$ cat config.mk
export PLATFORM = sky130hd
export DESIGN_NAME = spi_emesh_bridge
export DESIGN_NICKNAME = d
export VERILOG_FILES = /design/src/rtl/spi_bridge_pkg.sv /design/src/rtl/spi_bridge_sync.sv /design/src/rtl/spi_emesh_bridge.sv
export SDC_FILE = /design/constraint.sdc
export NUM_CORES = 1
export LEC_CHECK = 0
export BUFFER_PORTS_ARGS = -buffer_cell sky130_fd_sc_hd__buf_2
export CORE_MARGIN = 10
export CORE_UTILIZATION = 52
export DETAILED_ROUTE_END_ITERATION = 6
export PLACE_DENSITY = 0.77
export SYNTH_ARGS = -nofsm -noshare
export SYNTH_HDL_FRONTEND = slang
export SYNTH_SLANG_ARGS = --single-unit
$ cat constraint.sdc
create_clock -name clk -period 2.2 [get_ports clk]
set_input_delay 0.11 -clock clk [delete_from_list [all_inputs] [get_ports clk]]
set_output_delay 0.11 -clock clk [all_outputs]
set_load 0.03 [all_outputs]
$ cat src/rtl/spi_bridge_pkg.sv
// Shared constants, packet field offsets and FSM encoding for the SPI-to-emesh bridge.
package spi_bridge_pkg;

   localparam int          CMD_RD_BIT    = 7;
   localparam logic [1:0]  DATAMODE_32   = 2'b10;

   localparam int          PKT_WRITE_LSB = 0;
   localparam int          PKT_DMODE_LSB = 1;
   localparam int          PKT_CTRL_LSB  = 3;
   localparam int          PKT_DST_LSB   = 8;
   localparam int          PKT_DATA_LSB  = 40;
   localparam int          PKT_SRC_LSB   = 72;

   localparam logic [31:0] RD_MISS_FILL  = 32'hFFFF_FFFF;

   typedef enum logic [3:0] {
      ST_IDLE,
      ST_CMD,
      ST_ADDR,
      ST_WDATA,
      ST_WR_ISSUE,
      ST_RD_ISSUE,
      ST_RD_WAIT,
      ST_RDATA,
      ST_DONE
   } state_e;

endpackage

$ cat src/rtl/spi_bridge_sync.sv
// Brings sclk, ss and mosi into the clk domain and flags sclk/ss edges.
module spi_bridge_sync (
   input  logic clk,
   input  logic reset,
   input  logic sclk_i,
   input  logic ss_i,
   input  logic mosi_i,
   output logic sclk_rise_o,
   output logic sclk_fall_o,
   output logic ss_fall_o,
   output logic ss_rise_o,
   output logic ss_o,
   output logic mosi_o
);

   // [1] is the synchronized level, [2] its previous value for edge detection
   logic [2:0] sclk_q;
   logic [2:0] ss_q;
   logic [1:0] mosi_q;

   // ss resets high so leaving reset never looks like a slave-select assertion
   always_ff @(posedge clk) begin
      if (reset) begin
         sclk_q <= 3'b000;
         ss_q   <= 3'b111;
         mosi_q <= 2'b00;
      end else begin
         sclk_q <= {sclk_q[1:0], sclk_i};
         ss_q   <= {ss_q[1:0], ss_i};
         mosi_q <= {mosi_q[0], mosi_i};
      end
   end

   assign sclk_rise_o = sclk_q[1] & ~sclk_q[2];
   assign sclk_fall_o = ~sclk_q[1] & sclk_q[2];
   assign ss_fall_o   = ~ss_q[1] & ss_q[2];
   assign ss_rise_o   = ss_q[1] & ~ss_q[2];
   assign ss_o        = ss_q[1];
   assign mosi_o      = mosi_q[1];

endmodule

$ cat src/rtl/spi_emesh_bridge.sv
// SPI slave frame decoder issuing emesh write/read packets and returning read data on miso.
module spi_emesh_bridge #(
   parameter int          AW      = 32,
   parameter int          PW      = 104,
   parameter logic [31:0] SRCADDR = 32'h0
) (
   input  logic          clk,
   input  logic          reset,
   input  logic          sclk,
   input  logic          mosi,
   input  logic          ss,
   output logic          miso,
   output logic          access_out,
   output logic [PW-1:0] packet_out,
   input  logic          wait_in,
   input  logic          access_in,
   input  logic [PW-1:0] packet_in,
   output logic          wait_out,
   output logic          err_pulse
);

   import spi_bridge_pkg::*;

   logic sclk_rise, sclk_fall, ss_fall, ss_rise, ss_lvl, mosi_s;

   spi_bridge_sync u_sync (
      .clk        (clk),
      .reset      (reset),
      .sclk_i     (sclk),
      .ss_i       (ss),
      .mosi_i     (mosi),
      .sclk_rise_o(sclk_rise),
      .sclk_fall_o(sclk_fall),
      .ss_fall_o  (ss_fall),
      .ss_rise_o  (ss_rise),
      .ss_o       (ss_lvl),
      .mosi_o     (mosi_s)
   );

   state_e          state_q, state_d;
   logic [2:0]      bit_cnt_q, bit_cnt_d;
   logic [1:0]      byte_cnt_q, byte_cnt_d;
   logic [31:0]     rx_q, rx_d;
   logic [31:0]     tx_q, tx_d;
   logic [AW-1:0]   addr_q, addr_d;
   logic            is_rd_q, is_rd_d;
   logic            miso_q, miso_d;
   logic            access_q, access_d;
   logic [PW-1:0]   pkt_q, pkt_d;
   logic            resp_q, resp_d;
   logic            ign_q, ign_d;
   logic            err_q, err_d;

   logic [31:0]     sh;
   logic            byte_end, word_end, xfer, in_rd_window;
   logic            unused_pkt_bits;

   assign unused_pkt_bits = ^{packet_in[PW-1:PKT_DATA_LSB+32], packet_in[PKT_DATA_LSB-1:0]};

   function automatic logic [PW-1:0] pack_pkt(input logic wr, input logic [AW-1:0] a,
                                              input logic [31:0] d);
      logic [PW-1:0] p;
      p = '0;
      p[PKT_WRITE_LSB]       = wr;
      p[PKT_DMODE_LSB +: 2]  = DATAMODE_32;
      p[PKT_DST_LSB +: AW]   = a;
      if (wr) p[PKT_DATA_LSB +: 32] = d;
      else    p[PKT_SRC_LSB +: 32]  = SRCADDR;
      return p;
   endfunction

   assign sh           = {rx_q[30:0], mosi_s};
   assign byte_end     = sclk_rise && (bit_cnt_q == 3'd7);
   assign word_end     = byte_end && (byte_cnt_q == 2'd3);
   assign xfer         = access_q && !wait_in;
   assign in_rd_window = (state_q == ST_RD_ISSUE) || (state_q == ST_RD_WAIT);

   always_comb begin
      state_d    = state_q;
      bit_cnt_d  = bit_cnt_q;
      byte_cnt_d = byte_cnt_q;
      rx_d       = rx_q;
      tx_d       = tx_q;
      addr_d     = addr_q;
      is_rd_d    = is_rd_q;
      miso_d     = miso_q;
      access_d   = access_q;
      pkt_d      = pkt_q;
      resp_d     = resp_q;
      ign_d      = ign_q;
      err_d      = 1'b0;

      if (access_in) begin
         if (in_rd_window && !resp_q) begin
            tx_d   = packet_in[PKT_DATA_LSB +: 32];
            resp_d = 1'b1;
         end else if (!in_rd_window) begin
            err_d = 1'b1;
         end
      end

      // a frame started while a packet was stuck in an ISSUE state is reported when it ends
      if (ss_rise && ign_q) begin
         err_d = 1'b1;
         ign_d = 1'b0;
      end

      if (sclk_rise && (state_q inside {ST_CMD, ST_ADDR, ST_WDATA, ST_RD_WAIT, ST_RDATA})) begin
         bit_cnt_d = bit_cnt_q + 3'd1;
         if (bit_cnt_q == 3'd7) byte_cnt_d = byte_cnt_q + 2'd1;
         if (state_q inside {ST_CMD, ST_ADDR, ST_WDATA}) rx_d = sh;
      end

      case (state_q)
         ST_IDLE: begin
            if (ss_fall) begin
               state_d    = ST_CMD;
               bit_cnt_d  = 3'd0;
               byte_cnt_d = 2'd0;
               rx_d       = '0;
               resp_d     = 1'b0;
            end
         end
         ST_CMD: begin
            if (ss_lvl) begin
               state_d = ST_IDLE;
               err_d   = 1'b1;
            end else if (byte_end) begin
               is_rd_d    = sh[CMD_RD_BIT];
               byte_cnt_d = 2'd0;
               state_d    = ST_ADDR;
            end
         end
         ST_ADDR: begin
            if (ss_lvl) begin
               state_d = ST_IDLE;
               err_d   = 1'b1;
            end else if (word_end) begin
               addr_d = sh;
               if (is_rd_q) begin
                  state_d  = ST_RD_ISSUE;
                  access_d = 1'b1;
                  pkt_d    = pack_pkt(1'b0, sh, 32'h0);
               end else begin
                  state_d = ST_WDATA;
               end
            end
         end
         ST_WDATA: begin
            if (ss_lvl) begin
               state_d = ST_IDLE;
               err_d   = 1'b1;
            end else if (word_end) begin
               state_d  = ST_WR_ISSUE;
               access_d = 1'b1;
               pkt_d    = pack_pkt(1'b1, addr_q, sh);
            end
         end
         ST_WR_ISSUE: begin
            if (ss_fall) ign_d = 1'b1;
            if (xfer) begin
               access_d = 1'b0;
               state_d  = ST_DONE;
            end
         end
         ST_RD_ISSUE: begin
            if (ss_fall) ign_d = 1'b1;
            if (xfer) begin
               access_d = 1'b0;
               state_d  = ign_d ? ST_DONE : ST_RD_WAIT;
            end
         end
         ST_RD_WAIT: begin
            if (ss_lvl) begin
               state_d = ST_IDLE;
               err_d   = 1'b1;
            end else if (byte_end) begin
               state_d    = ST_RDATA;
               byte_cnt_d = 2'd0;
               if (!resp_d) begin
                  tx_d  = RD_MISS_FILL;
                  err_d = 1'b1;
               end
            end
         end
         ST_RDATA: begin
            if (ss_lvl) begin
               state_d = ST_IDLE;
               err_d   = 1'b1;
               miso_d  = 1'b1;
            end else begin
               if (sclk_fall) begin
                  miso_d = tx_q[31];
                  tx_d   = {tx_q[30:0], 1'b1};
               end
               if (word_end) begin
                  state_d = ST_DONE;
                  miso_d  = 1'b1;
               end
            end
         end
         ST_DONE: begin
            if (ss_lvl) state_d = ST_IDLE;
         end
         default: state_d = ST_IDLE;
      endcase
   end

   always_ff @(posedge clk) begin
      if (reset) begin
         state_q    <= ST_IDLE;
         bit_cnt_q  <= '0;
         byte_cnt_q <= '0;
         rx_q       <= '0;
         tx_q       <= '0;
         addr_q     <= '0;
         is_rd_q    <= 1'b0;
         miso_q     <= 1'b1;
         access_q   <= 1'b0;
         pkt_q      <= '0;
         resp_q     <= 1'b0;
         ign_q      <= 1'b0;
         err_q      <= 1'b0;
      end else begin
         state_q    <= state_d;
         bit_cnt_q  <= bit_cnt_d;
         byte_cnt_q <= byte_cnt_d;
         rx_q       <= rx_d;
         tx_q       <= tx_d;
         addr_q     <= addr_d;
         is_rd_q    <= is_rd_d;
         miso_q     <= miso_d;
         access_q   <= access_d;
         pkt_q      <= pkt_d;
         resp_q     <= resp_d;
         ign_q      <= ign_d;
         err_q      <= err_d;
      end
   end

   assign miso       = miso_q;
   assign access_out = access_q;
   assign packet_out = pkt_q;
   assign wait_out   = 1'b0;
   assign err_pulse  = err_q;

endmodule

---- After elaboration in Yosys (flattened, before gate mapping) ----
Cells that the tools add are included.
storage, ports and cells
  flip-flop bits (word level) ............. 223
  input bits .............................. 111
operators by class
  add/subtract/negate cells ............... 2
  equal/unequal tests ..................... 25
  multiplexer cells ....................... 71
  bitwise logic cells ..................... 8
  reductions and logical operators ........ 24
operators by type and width
  cell                                                                     number
  104-bit two-way mux                                                      5
  32-bit two-way mux                                                       11
  104-bit one-hot mux with 2 select lines                                  1
  32-bit one-hot mux with 2 select lines                                   1
  4-bit two-way mux                                                        15
  4-bit one-hot mux with 9 select lines                                    1
  1-bit two-way mux                                                        24
  4-bit by 3-bit equality test with 1-bit output, second input constant    4
  2-bit inequality test, second input constant                             8
  3-bit by 2-bit inequality test with 1-bit output, second input constant  5
  3-bit two-way mux                                                        4
  2-bit two-way mux                                                        5
  9-bit AND reduction                                                      1
  3-bit nonzero test                                                       3
  4-bit by 2-bit equality test with 1-bit output, second input constant    2
  7-bit AND reduction                                                      1
  1-bit logical AND                                                        6
  3-bit AND reduction                                                      2
  6-bit AND reduction                                                      1
  5-bit nonzero test                                                       1
  1-bit AND                                                                4
  4-bit by 1-bit equality test with 1-bit output, second input constant    1
  4-bit equality test, second input constant                               1
  4-bit logical NOT                                                        1
  15 further kinds                                                         22

---- Longest topological paths before layout ----
  depth after elaboration ................. 10
  gate-level depth with buffers ........... 10

---- By module ----
From an unflattened synthesis, not the netlist that was laid out.
unflattened totals
  cell total of the unflattened synthesis .. 890
  area, all modules ....................... 7702.4 µm²
by module, submodules not included
  module            times used  cells each  area an instance (µm²)
  spi_emesh_bridge  1           870         7467.2
  spi_bridge_sync   1           20          235.2

---- Least setup slack after synthesis ----
No wires, ideal clock.
  path kind ............................... reg-to-reg
  start ................................... register bit_cnt_q[0]
  end ..................................... register pkt_q[49] (netlist: packet_out[49])
  setup time .............................. 0.128 ns
  arrival ................................. 1.766 ns
  required time ........................... 2.072 ns
  slack ................................... 0.306 ns
  cell stages (with the launch flop) ...... 11
  path through ............................ dfxtp_1 -> ha_1 -> ha_1 -> and3b_1 -> buf_2 -> nand2_1 -> or2_1 -> buf_6 -> buf_6 -> a22oi_1 -> nor2_1
between the ends
  longest elaborated chain between the ends .. 5
  elaborated cells between the ends (all ways) .. 6
  classes of those cells .................. 3 x eq/ne; 3 x reduce/logical
ends and longest elaborated chain
  what                                      line                     source
  start, declared                           spi_emesh_bridge.sv:41   logic [2:0] bit_cnt_q, bit_cnt_d;
  start signal, assigned                    spi_emesh_bridge.sv:226  bit_cnt_q <= bit_cnt_d;
  3-bit equality test (*)                   spi_emesh_bridge.sv:73   assign byte_end = sclk_rise && (bit_cnt_q == 3'd7);
  1-bit logical AND (*)                     spi_emesh_bridge.sv:73
  1-bit logical AND (*)                     spi_emesh_bridge.sv:74   assign word_end = byte_end && (byte_cnt_q == 2'd3);
  2-bit inequality test (no source line)    -
  6-bit AND reduction (no source line) (*)  -
  end signal, assigned                      spi_emesh_bridge.sv:234  pkt_q <= pkt_d;
  end, declared                             spi_emesh_bridge.sv:49   logic [PW-1:0] pkt_q, pkt_d;
Every way passes the cells marked *; elsewhere a longest branch is shown, timed or not.
A chain may end at the register's enable or synchronous reset.

---- Worst setup path after layout ----
  start ................................... register state_q[1]
  end ..................................... register pkt_q[68] (netlist: packet_out[68])
between the ends
  longest elaborated chain between the ends .. 3
  elaborated cells between the ends (all ways) .. 10
  classes of those cells .................. 7 x eq/ne; 1 x mux; 2 x reduce/logical
ends and longest elaborated chain
  what                                                                                 line                     source
  start, declared                                                                      spi_emesh_bridge.sv:40   state_e state_q, state_d;
  start signal, assigned                                                               spi_emesh_bridge.sv:225  state_q <= state_d;
  4-bit by 2-bit equality test with 1-bit output                                       spi_emesh_bridge.sv:114  case (state_q)
  2-bit inequality test (no source line) / 2-bit nonzero test (equally long branches)  -
  6-bit AND reduction (no source line)                                                 -
Parallel ways exist; a longest one is shown, timed or not.

==> flow_metrics.tcl <==
set metrics [dict create \
    clock_latency_ns 0.43 \
    nets 1137 \
    critPathLaunchType "flip-flop" \
    grt-ovfl-total 0 \
    io_pins 219 \
    hold_class "input port to flip-flop" \
    hpwlAfterDp_um 12100 \
    synth_area_mm2 0.00774 \
    ant_nets 0 \
    synth_xor_area_share_pct 0.339 \
    min_period_ns 2.06 \
    routed_wl_um 19600 \
    tritoncts "built" \
    ys_warn_count 0 \
    io_buffers 107 \
    routedWlPerCell_um 16.0 \
    ir_worst_vdd_uv 581 \
    report.power.total_mw 7.70 \
    grt_use_met1_pct 24.7 \
    numCtsBuffers 17 \
    p_leak_nw 3.55 \
    synthAdderAreaFrac_pct 0.485 \
    cts_setup_buffers 0 \
    p_per_area_mw_per_mm2 824 \
    rsz0062_at_grt "no" \
    fmax_mhz 486 \
    cts_max_level 4 \
    grt_usage_pct 18.9 \
    synth_cell_types 47 \
    die_h_um 142 \
    antenna_found_initial 0 \
    fin_setup_tns_ns 0 \
    yosysSeqAreaShare_pct 47.6 \
    worstPathRequired_ns 2.49 \
    critPathMaxFanout 33 \
    dieArea_mm2 0.0202 \
    syn-instance-count 909 \
    ys_ff_latch 184 \
    grt_max_degree 65 \
    clkTransAtPathRegs_ns 0.07 \
    dr.pass1.iters 5 \
    cts.path.max_buffers 2 \
    synth_top_family_by_area "simple AND/OR/NAND/NOR gates" \
    grt_pass1_wl_um 31800 \
    die_x_um 142 \
    multi_input_area_mm2 0.00357 \
    setup_violations 0 \
    hold_viol 0 \
    cts_sinks 184 \
    first_iter_violations 496 \
    fin_crit_sh_pct 93.6 \
    use_met3_pct 4.94 \
    drive_above_1_share_pct 19.9 \
    vias_per_cell 5.40 \
    clock_skew_ns 0.00918 \
    yosys.area_share.simple_pct 20.2 \
    start_util_pct 53.1 \
    relSlewSlack_pct 60.8 \
    cp-end-kind "flip-flop" \
    cp.arrival_ns 2.35 \
    outcome "finished clean" \
    top_usage_layer "met2" \
    cts_root_buffer "clkbuf_16" \
    areaGrowthSynthToFinish_pct 20.7 \
    core-area_mm2 0.0146 \
    crit_type "flip-flop to flip-flop" \
    cap_violations 0 \
    seqCellArea_mm2 0.00368 \
    n_antenna_cell 0 \
    first_global_vias 6284 \
    synth_compound_area_share_pct 17.8 \
    synthMuxAreaShare_pct 4.91 \
    worst_pin_slew_ns 0.588 \
    core.rowCount 44 \
    fill_cells 1172 \
    gp_congestion 0.904 \
    use_met2_pct 30.5 \
    vias 6584 \
    synth.avg_cell_area_um2 8.52 \
    slew_viol_final 0 \
    drcViolationCount 0 \
]
-- routing by layer --
| layer | up-vias | routed length (um) | part of all wire [%] |
|---|---|---|---|
| met5 | - | 0 | 0 |
| met4 | 0 | 164 | 0.84 |
| met3 | 17 | 1270 | 6.5 |
| met2 | 203 | 9330 | 48 |
| met1 | 3107 | 8800 | 45 |
| li1 | 3257 | - | - |
-- registers in the layout, indices dropped and copies added, names as in the netlist --
name and flops:
tx_q 32, u_sync.sclk_q 3, u_sync.ss_q 3, access_out 1, err_pulse 1, byte_cnt_q 2
packet_out 66, state_q 4, u_sync.mosi_q 2, is_rd_q 1, ign_q 1, resp_q 1
addr_q 32, bit_cnt_q 3, miso 1, rx_q 31
-- path summary, 6_finish.rpt --
path	startpoint	end	slack [ns]	cells past startpoint
worst max register to register	state_q[1]$_SDFFE_PP0P_	packet_out[68]$_SDFFE_PP0P_	0.14	6
worst min-delay path	access_in	err_pulse$_SDFF_PP0_	0.04	3
worst max-delay path	state_q[1]$_SDFFE_PP0P_	packet_out[68]$_SDFFE_PP0P_	0.14	6
worst min register to register	u_sync.ss_q[0]$_SDFF_PP1_	u_sync.ss_q[1]$_SDFF_PP1_	0.41	1
-- final cells by class --
| type | count | area share [%] |
|---|---|---|
| inverters | 3 | 0.121 |
| clock inverters | 13 | 2.32 |
| clock buffers | 18 | 4.70 |
| repair buffers | 171 | 12.8 |
| flip-flops and latches | 184 | 39.4 |
| multi-input cells | 646 | 38.2 |
| well taps | 184 | 2.46 |
-- logic make-up after synthesis --
group | after synthesis
AO/OA/AOI/OAI | 188
flip-flops | 184
XOR/XNOR | 3
other | 1
multiplexers | 38
adder cells (fa/ha/maj) | 3
buffers and inverters | 117
AND/OR/NAND/NOR | 375
-- metrics by stage --
stage          utilization [%]  cells  setup WS, ns  area [um^2]  hold WS (ns)
2_1_floorplan                -    947         0.306         7890         0.214
3_3_place_gp              57.1   1153         0.149         8330         0.296
3_5_place_dp              57.1   1153        0.0880         8330         0.299
4_1_cts                   64.0   1219        0.0760         9340        0.0280
5_1_grt                   64.0   1219       0.00966         9340        0.0599
6_report                  64.0   1219         0.141         9340        0.0404
-- worst max-delay path, stage by stage, from the launching register on --
cell      delay [ns]
dfxtp_1         0.54
nand2b_4        0.12
or4_4           0.47
or2_2           0.33
buf_12          0.20
a22oi_1         0.20
nor2_1          0.06
-- what timing repair did --
item | CTS | global route
hold buffers | 35 | 0
hold endpoints to repair | 35 | 0
gates resized for setup | 0 | 4
endpoints found under the setup margin | 0 | 85
-- cells in the mapped netlist (all sizes together) --
| cell | number | area [um^2] |
|---|---|---|
| a211oi | 36 | 270 |
| clkbuf | 41 | 154 |
| xor2 | 3 | 26.3 |
| ha | 3 | 37.5 |
| o211ai | 3 | 22.5 |
| mux2i | 38 | 380 |
| nand4 | 5 | 31.3 |
| or3b | 1 | 8.76 |
| a21boi | 1 | 7.51 |
| o22ai | 1 | 6.26 |
| a22oi | 32 | 330 |
| a31oi | 1 | 6.26 |
| a311oi | 33 | 289 |
| buf | 73 | 497 |
| nand3 | 5 | 25.0 |
| or2 | 6 | 37.5 |
| or4 | 3 | 26.3 |
| inv | 3 | 11.3 |
| o21ai | 6 | 30.0 |
| a21oi | 70 | 350 |
| nand2b | 7 | 51.3 |
| a31o | 1 | 8.76 |
| a221oi | 1 | 8.76 |
| a2111oi | 3 | 51.3 |
| and3b | 2 | 17.5 |
| nor4 | 2 | 18.8 |
| nand3b | 1 | 7.51 |
| and2 | 1 | 6.26 |
| nor3b | 1 | 12.5 |
| nor2 | 126 | 478 |
| nand2 | 198 | 743 |
| dfxtp | 184 | 3680 |
| and4b | 1 | 10.0 |
| nor2b | 11 | 68.8 |
| nor3 | 5 | 25.0 |
| conb | 1 | 3.75 |
-- layout by cell type, fill, tap and decap left out, drive strengths merged, types with 5 or more instances in the layout --
master,n
a22oi,32
buf,136
nand4,5
a21oi,70
a211oi,36
bufinv,5
o21ai,6
nand2b,7
clkbuf,18
nor2b,11
nor2,126
nand2,198
mux2i,38
dfxtp,184
nor3,5
a311oi,33
conb,39
or2,6
inv,7
nand3,5
dlygate4sd3,35
-- report_power, final --
part	internal (mW)	leakage [nW]	switching, mW	total [mW]
sequential	3.40	1.48	0.0734	3.47
combinational	0.332	1.75	0.535	0.867
clock	2.06	0.315	1.30	3.36
total	5.79	3.55	1.91	7.70
Note: power is estimated with default switching activity, not from simulation.
